<file path="src/rtl/vga_pkg.sv">
// Shared VGA timing constants, alignment payload and helpers.
package vga_pkg;

  // 800x600 @ 72 Hz, 50 MHz pixel clock
  localparam int unsigned SVGA_H_VISIBLE = 800;
  localparam int unsigned SVGA_H_FRONT   = 56;
  localparam int unsigned SVGA_H_SYNC    = 120;
  localparam int unsigned SVGA_H_BACK    = 64;
  localparam int unsigned SVGA_V_VISIBLE = 600;
  localparam int unsigned SVGA_V_FRONT   = 37;
  localparam int unsigned SVGA_V_SYNC    = 6;
  localparam int unsigned SVGA_V_BACK    = 23;
  localparam logic        SVGA_HSYNC_POL = 1'b1;
  localparam logic        SVGA_VSYNC_POL = 1'b1;

  // 640x480 @ 60 Hz, 25.175 MHz pixel clock
  localparam int unsigned VGA_H_VISIBLE  = 640;
  localparam int unsigned VGA_H_FRONT    = 16;
  localparam int unsigned VGA_H_SYNC     = 96;
  localparam int unsigned VGA_H_BACK     = 48;
  localparam int unsigned VGA_V_VISIBLE  = 480;
  localparam int unsigned VGA_V_FRONT    = 10;
  localparam int unsigned VGA_V_SYNC     = 2;
  localparam int unsigned VGA_V_BACK     = 33;
  localparam logic        VGA_HSYNC_POL  = 1'b0;
  localparam logic        VGA_VSYNC_POL  = 1'b0;

  // Request-timeline flags carried alongside the framebuffer latency
  typedef struct packed {
    logic active;
    logic hsync;
    logic vsync;
  } align_t;

  localparam int unsigned ALIGN_W = $bits(align_t);

  // Total period of one axis in pixels or lines
  function automatic int unsigned timing_total(input int unsigned vis,
                                               input int unsigned fp,
                                               input int unsigned sync,
                                               input int unsigned bp);
    return vis + fp + sync + bp;
  endfunction

endpackage

</file>
<file path="src/rtl/vga_delay_line.sv">
// WIDTH x DEPTH shift register; DEPTH=0 collapses to wires.
module vga_delay_line #(
  parameter int unsigned      WIDTH       = 1,
  parameter int unsigned      DEPTH       = 1,
  parameter logic [WIDTH-1:0] RESET_VALUE = '0
) (
  input  logic             vga_clk,
  input  logic             reset_n,
  input  logic [WIDTH-1:0] din,
  output logic [WIDTH-1:0] dout
);

  if (DEPTH == 0) begin : g_wire
    logic unused_clk_rst;
    assign unused_clk_rst = vga_clk ^ reset_n;
    assign dout = din;
  end else begin : g_shift
    logic [WIDTH-1:0] stage [DEPTH];

    // Shift one stage per pixel clock
    always_ff @(posedge vga_clk or negedge reset_n) begin
      if (!reset_n) begin
        for (int i = 0; i < int'(DEPTH); i++) stage[i] <= RESET_VALUE;
      end else begin
        stage[0] <= din;
        for (int i = 1; i < int'(DEPTH); i++) stage[i] <= stage[i-1];
      end
    end

    assign dout = stage[DEPTH-1];
  end

endmodule

</file>
<file path="src/rtl/vga_timing_gen.sv">
// VGA raster generator: pixel requests to a fixed-latency framebuffer,
// returned colour re-aligned with the sync pulses at the pins.
module vga_timing_gen
  import vga_pkg::*;
#(
  parameter int unsigned H_VISIBLE_AREA = SVGA_H_VISIBLE,
  parameter int unsigned H_FRONT_PORCH  = SVGA_H_FRONT,
  parameter int unsigned H_SYNC_PULSE   = SVGA_H_SYNC,
  parameter int unsigned H_BACK_PORCH   = SVGA_H_BACK,
  parameter int unsigned V_VISIBLE_AREA = SVGA_V_VISIBLE,
  parameter int unsigned V_FRONT_PORCH  = SVGA_V_FRONT,
  parameter int unsigned V_SYNC_PULSE   = SVGA_V_SYNC,
  parameter int unsigned V_BACK_PORCH   = SVGA_V_BACK,
  parameter logic        HSYNC_POLARITY = SVGA_HSYNC_POL,
  parameter logic        VSYNC_POLARITY = SVGA_VSYNC_POL,
  parameter int unsigned COLOR_BITS     = 4,
  parameter int unsigned PIXEL_LATENCY  = 2
) (
  input  logic                              vga_clk,
  input  logic                              reset_n,
  output logic                              pix_req,
  output logic [$clog2(H_VISIBLE_AREA)-1:0] pix_x,
  output logic [$clog2(V_VISIBLE_AREA)-1:0] pix_y,
  input  logic [COLOR_BITS-1:0]             pix_r,
  input  logic [COLOR_BITS-1:0]             pix_g,
  input  logic [COLOR_BITS-1:0]             pix_b,
  output logic [COLOR_BITS-1:0]             vga_r,
  output logic [COLOR_BITS-1:0]             vga_g,
  output logic [COLOR_BITS-1:0]             vga_b,
  output logic                              vga_hs,
  output logic                              vga_vs,
  output logic                              frame_start,
  output logic                              line_start
);

  localparam int unsigned H_TOTAL = timing_total(H_VISIBLE_AREA, H_FRONT_PORCH,
                                                 H_SYNC_PULSE, H_BACK_PORCH);
  localparam int unsigned V_TOTAL = timing_total(V_VISIBLE_AREA, V_FRONT_PORCH,
                                                 V_SYNC_PULSE, V_BACK_PORCH);
  localparam int unsigned HC_W    = $clog2(H_TOTAL);
  localparam int unsigned VC_W    = $clog2(V_TOTAL);
  localparam int unsigned X_W     = $clog2(H_VISIBLE_AREA);
  localparam int unsigned Y_W     = $clog2(V_VISIBLE_AREA);
  localparam int unsigned H_SYNC_START = H_VISIBLE_AREA + H_FRONT_PORCH;
  localparam int unsigned H_SYNC_END   = H_SYNC_START + H_SYNC_PULSE;
  localparam int unsigned V_SYNC_START = V_VISIBLE_AREA + V_FRONT_PORCH;
  localparam int unsigned V_SYNC_END   = V_SYNC_START + V_SYNC_PULSE;

  logic [HC_W-1:0] h_cnt, h_nxt;
  logic [VC_W-1:0] v_cnt, v_nxt;
  align_t          req_bits;
  align_t          dly_bits;

  // Raster position registers
  always_ff @(posedge vga_clk or negedge reset_n) begin
    if (!reset_n) begin
      h_cnt <= '0;
      v_cnt <= '0;
    end else begin
      h_cnt <= h_nxt;
      v_cnt <= v_nxt;
    end
  end

  // Next raster position: h wraps every line, v advances on each h wrap
  always_comb begin
    h_nxt = h_cnt + HC_W'(1);
    v_nxt = v_cnt;
    if (h_cnt == HC_W'(H_TOTAL - 1)) begin
      h_nxt = '0;
      if (v_cnt == VC_W'(V_TOTAL - 1)) v_nxt = '0;
      else                             v_nxt = v_cnt + VC_W'(1);
    end
  end

  // Visible/sync decode on the request timeline (sync in positive sense)
  always_comb begin
    req_bits        = '0;
    req_bits.active = (h_cnt < HC_W'(H_VISIBLE_AREA)) &&
                      (v_cnt < VC_W'(V_VISIBLE_AREA));
    req_bits.hsync  = (h_cnt >= HC_W'(H_SYNC_START)) &&
                      ({1'b0, h_cnt} < (HC_W+1)'(H_SYNC_END));
    req_bits.vsync  = (v_cnt >= VC_W'(V_SYNC_START)) &&
                      ({1'b0, v_cnt} < (VC_W+1)'(V_SYNC_END));
  end

  assign pix_req     = reset_n & req_bits.active;
  assign pix_x       = X_W'(h_cnt);
  assign pix_y       = Y_W'(v_cnt);
  assign frame_start = reset_n & (h_cnt == '0) & (v_cnt == '0);
  assign line_start  = reset_n & (h_cnt == '0);

  vga_delay_line #(
    .WIDTH       (ALIGN_W),
    .DEPTH       (PIXEL_LATENCY),
    .RESET_VALUE (ALIGN_W'(0))
  ) u_align (
    .vga_clk (vga_clk),
    .reset_n (reset_n),
    .din     (req_bits),
    .dout    (dly_bits)
  );

  // Pin register: colour only in visible pixels, sync mapped to polarity
  always_ff @(posedge vga_clk or negedge reset_n) begin
    if (!reset_n) begin
      vga_r  <= '0;
      vga_g  <= '0;
      vga_b  <= '0;
      vga_hs <= ~HSYNC_POLARITY;
      vga_vs <= ~VSYNC_POLARITY;
    end else begin
      vga_r  <= dly_bits.active ? pix_r : '0;
      vga_g  <= dly_bits.active ? pix_g : '0;
      vga_b  <= dly_bits.active ? pix_b : '0;
      vga_hs <= dly_bits.hsync ? HSYNC_POLARITY : ~HSYNC_POLARITY;
      vga_vs <= dly_bits.vsync ? VSYNC_POLARITY : ~VSYNC_POLARITY;
    end
  end

endmodule
</file>
<file path="config.mk">
export PLATFORM = sky130hd
export DESIGN_NAME = vga_timing_gen
export DESIGN_NICKNAME = d
export VERILOG_FILES = /design/src/rtl/vga_pkg.sv /design/src/rtl/vga_delay_line.sv /design/src/rtl/vga_timing_gen.sv
export SDC_FILE = /design/constraint.sdc
export NUM_CORES = 1
export LEC_CHECK = 0
export CORE_ASPECT_RATIO = 1.4
export CORE_MARGIN = 5
export CORE_UTILIZATION = 45
export CTS_BUF_LIST = sky130_fd_sc_hd__clkbuf_4
export CTS_CLUSTER_SIZE = 25
export DETAILED_ROUTE_END_ITERATION = 10
export HOLD_SLACK_MARGIN = 0.06
export PLACE_DENSITY_LB_ADDON = 0.25
export SYNTH_ARGS = -nofsm -noshare
export SYNTH_HDL_FRONTEND = slang
export SYNTH_SLANG_ARGS = --single-unit
</file>
<file path="constraint.sdc">
create_clock -name vga_clk -period 1.7 [get_ports vga_clk]
set_input_delay 0.34 -clock vga_clk [delete_from_list [all_inputs] [get_ports vga_clk]]
set_output_delay 0.34 -clock vga_clk [all_outputs]
set_load 0.005 [all_outputs]
</file>
==> flow_metrics.tcl <==
set metrics [dict create \
    synth-seq-cells 41 \
    clk_pin_slew_worst_paths_ps 120 \
    dieArea_sq_um 5590 \
    cp_data_required_time_ps 1360 \
    gr-total-overflow 0 \
    synthXorXnorAreaFrac 0.05123 \
    drtAntennaViolNets 0 \
    r2r_end "pix_y[3]$_DFFE_PN0N_" \
    vias 1704 \
    crit_fanout 2 \
    cp-end-kind "primary output" \
    clk_latency_ps 350 \
    dpl.hpwl_um 3535 \
    yosys_warnings 0 \
    drv_cap 0 \
    fin_crit_sh 1.239 \
    slew_headroom 0.6563 \
    diodes 0 \
    synth_area_per_cell_sq_um 10.56 \
    crit_start "h_cnt[0]$_DFF_PN0_" \
    leakagePower_nw 1.454 \
    dieHeight_um 86.49 \
    wl_um 5272 \
    drive_above_1_share 0.3285 \
    power-per-cell-area_nw_per_um2 581.6 \
    wl_per_cell_um 16.63 \
    grt_pass1_wl_um 8687 \
    root_buffer "clkbuf_4" \
    hold_buffers 0 \
    synth_fa_ha_area_frac 0.03992 \
    h-tree-depth 2 \
    r2r_slack_ps -80 \
    tritoncts "yes" \
    final_cell_mix "buf_4, dfrtp_1, clkdlybuf4s50_1" \
    setup_violations 7 \
    synthMuxAreaShare 0 \
    finClkSkew_ps 8.172 \
    start_util 0.4718 \
    crit_arrival_ps 1770 \
    antenna_found_initial 0 \
    finalMaxSlewViolations 0 \
    rr_worst_depth 7 \
    post-route-min-period_ps 2106 \
    vdd_drop_max_mv 0.3803 \
    synth_edf_count 0 \
    place_congestion 0.8792 \
    clock_path_buffers 2 \
    clock_sinks 41 \
    holdWs_ps 175.1 \
    ys_seq_area_frac 0.5456 \
    io_pins 51 \
    fp-row-count 27 \
    synth_compound_area_frac 0.06587 \
    rsz0062_at_grt "yes" \
    io_buffers 50 \
    dr.pass1.iters 4 \
    layout.area.seq_sq_um 1026 \
    grt_max_degree 42 \
    path_class "flop to primary output" \
    fin_nets 294 \
    clock.fmax_mhz 474.8 \
    cts_buffers 5 \
    design.core.area_sq_um 3986 \
    failed_checks "negative setup slack" \
    fp.dieW_um 64.64 \
    yosysUniqueCellTypes 35 \
    drc 0 \
    syn_nets 198 \
    syn_area_sq_um 1881 \
    fin_util 0.7367 \
    async_flop_share 1.000 \
    tightestPinTransition_ps 515.5 \
    hold_viol_final 0 \
    drtIter0Drc 30 \
    synth-simple-area-share 0.2122 \
    netlist_instances 178 \
    vias_per_cell 5.375 \
    syn_to_final_growth_pct 56.15 \
    grt_pass1_vias 1838 \
    hold_path_class "input port to async pin" \
    multi_input_area_sq_um 800.8 \
    num-fill-cells 286 \
    r2r-start "h_cnt[0]$_DFF_PN0_" \
    track_usage 0.2006 \
    status "finished with violations" \
    synth_top_family_by_area "simple AND/OR/NAND/NOR gates" \
    ys.flop_type "dfrtp_1" \
    critPathLaunchType "flop" \
    layout_commonest_cell "buf_4" \
    setup_slack_ps -406.0 \
]
[flip-flops by register name, summed over array words and instances (netlist names)]
signal and count:
u_align.dout 3, h_cnt 11, vga_vs 1, vga_b 4
vga_r 4, u_align.g_shift.stage 3, pix_y 10, vga_hs 1
vga_g 4
[worst max-delay path, cell delays in order, from the launching register on]
cell	delay, ps
dfrtp_1	410
inv_2	80
ha_4	120
nor4b_4	180
and4_1	240
buf_4	110
and3_4	170
buf_6	90
[where the power goes]
| part | leakage [nW] | switching [W] | internal (W) |
|---|---|---|---|
| logic | 0.893 | 0.0000357 | 0.0000600 |
| registers | 0.520 | 0.00000344 | 0.000989 |
| clock network | 0.0410 | 0.000320 | 0.000300 |
[cells by family after synthesis]
kind of cell	count (synthesis)
compound gates	22
xor+xnor	11
fa+ha+maj	6
buf+inv	29
flops	41
simple gates	69
[Yosys cell counts, drive strengths merged, types with 2 or more instances]
master / number / share of area
or3: 4 / 0.013
xnor2: 6 / 0.028
xor2: 5 / 0.023
a21oi: 9 / 0.024
nand3: 12 / 0.032
clkbuf: 5 / 0.011
a31oi: 2 / 0.0067
and3: 4 / 0.014
nand4: 3 / 0.010
nand2: 9 / 0.019
nor2: 6 / 0.012
inv: 11 / 0.022
dfrtp: 41 / 0.55
ha: 6 / 0.040
o21ai: 7 / 0.019
and2: 14 / 0.047
nor4b: 2 / 0.0093
nor3: 7 / 0.021
nor4: 2 / 0.0067
and4: 3 / 0.014
buf: 13 / 0.053
[metrics by stage]
| stage | power, W | instances | instance area, sq um | TNS [ps] | setup slack, ps |
|---|---|---|---|---|---|
| 2_1_floorplan | 0.001025 | 178 | 1881 | 0 | 88.56 |
| 3_3_place_gp | 0.001108 | 286 | 2559 | -754.8 | -296.2 |
| 3_5_place_dp | 0.001111 | 286 | 2559 | -967.3 | -336.3 |
| 4_1_cts | 0.001720 | 312 | 2829 | -1001 | -402.6 |
| 5_1_grt | 0.001772 | 317 | 2937 | -2385 | -492.5 |
| 6_report | 0.001708 | 317 | 2937 | -1059 | -406.0 |
[how the worst max path moves through the flow]
stage	slack, ps	endpoint	depth (start not counted)
final	-410	frame_start	7
after global routing	-490	frame_start	7
after CTS	-400	frame_start	7
after detailed placement	-340	frame_start	6
after global placement	-300	frame_start	6
after floorplan	90	pix_y[2]$_DFFE_PN0N_	5
[what timing repair did]
action                                  4_1_cts  5_1_grt
pin swaps                                     5        5
setup buffers                                20        7
gates resized for setup                      48       23
endpoints found under the setup margin       24       20
[cell type report]
type / count / share of cell area
Sequential cell: 41 / 0.3494
Timing Repair Buffer: 107 / 0.3208
Multi-Input combinational cell: 108 / 0.2727
Tap cell: 43 / 0.01832
Inverter: 11 / 0.01406
Clock buffer: 5 / 0.01278
Clock inverter: 2 / 0.01193
[per-layer routing]
metal / global-route usage / vias up / part of all wire
met2: 0.3647 / 73 / 0.54
met1: 0.2310 / 843 / 0.39
li1: - / 782 / -
met3: 0.03502 / 6 / 0.055
met5: 0 / - / 0
met4: 0.08077 / 0 / 0.013
Power figures use the tool's default switching activity.
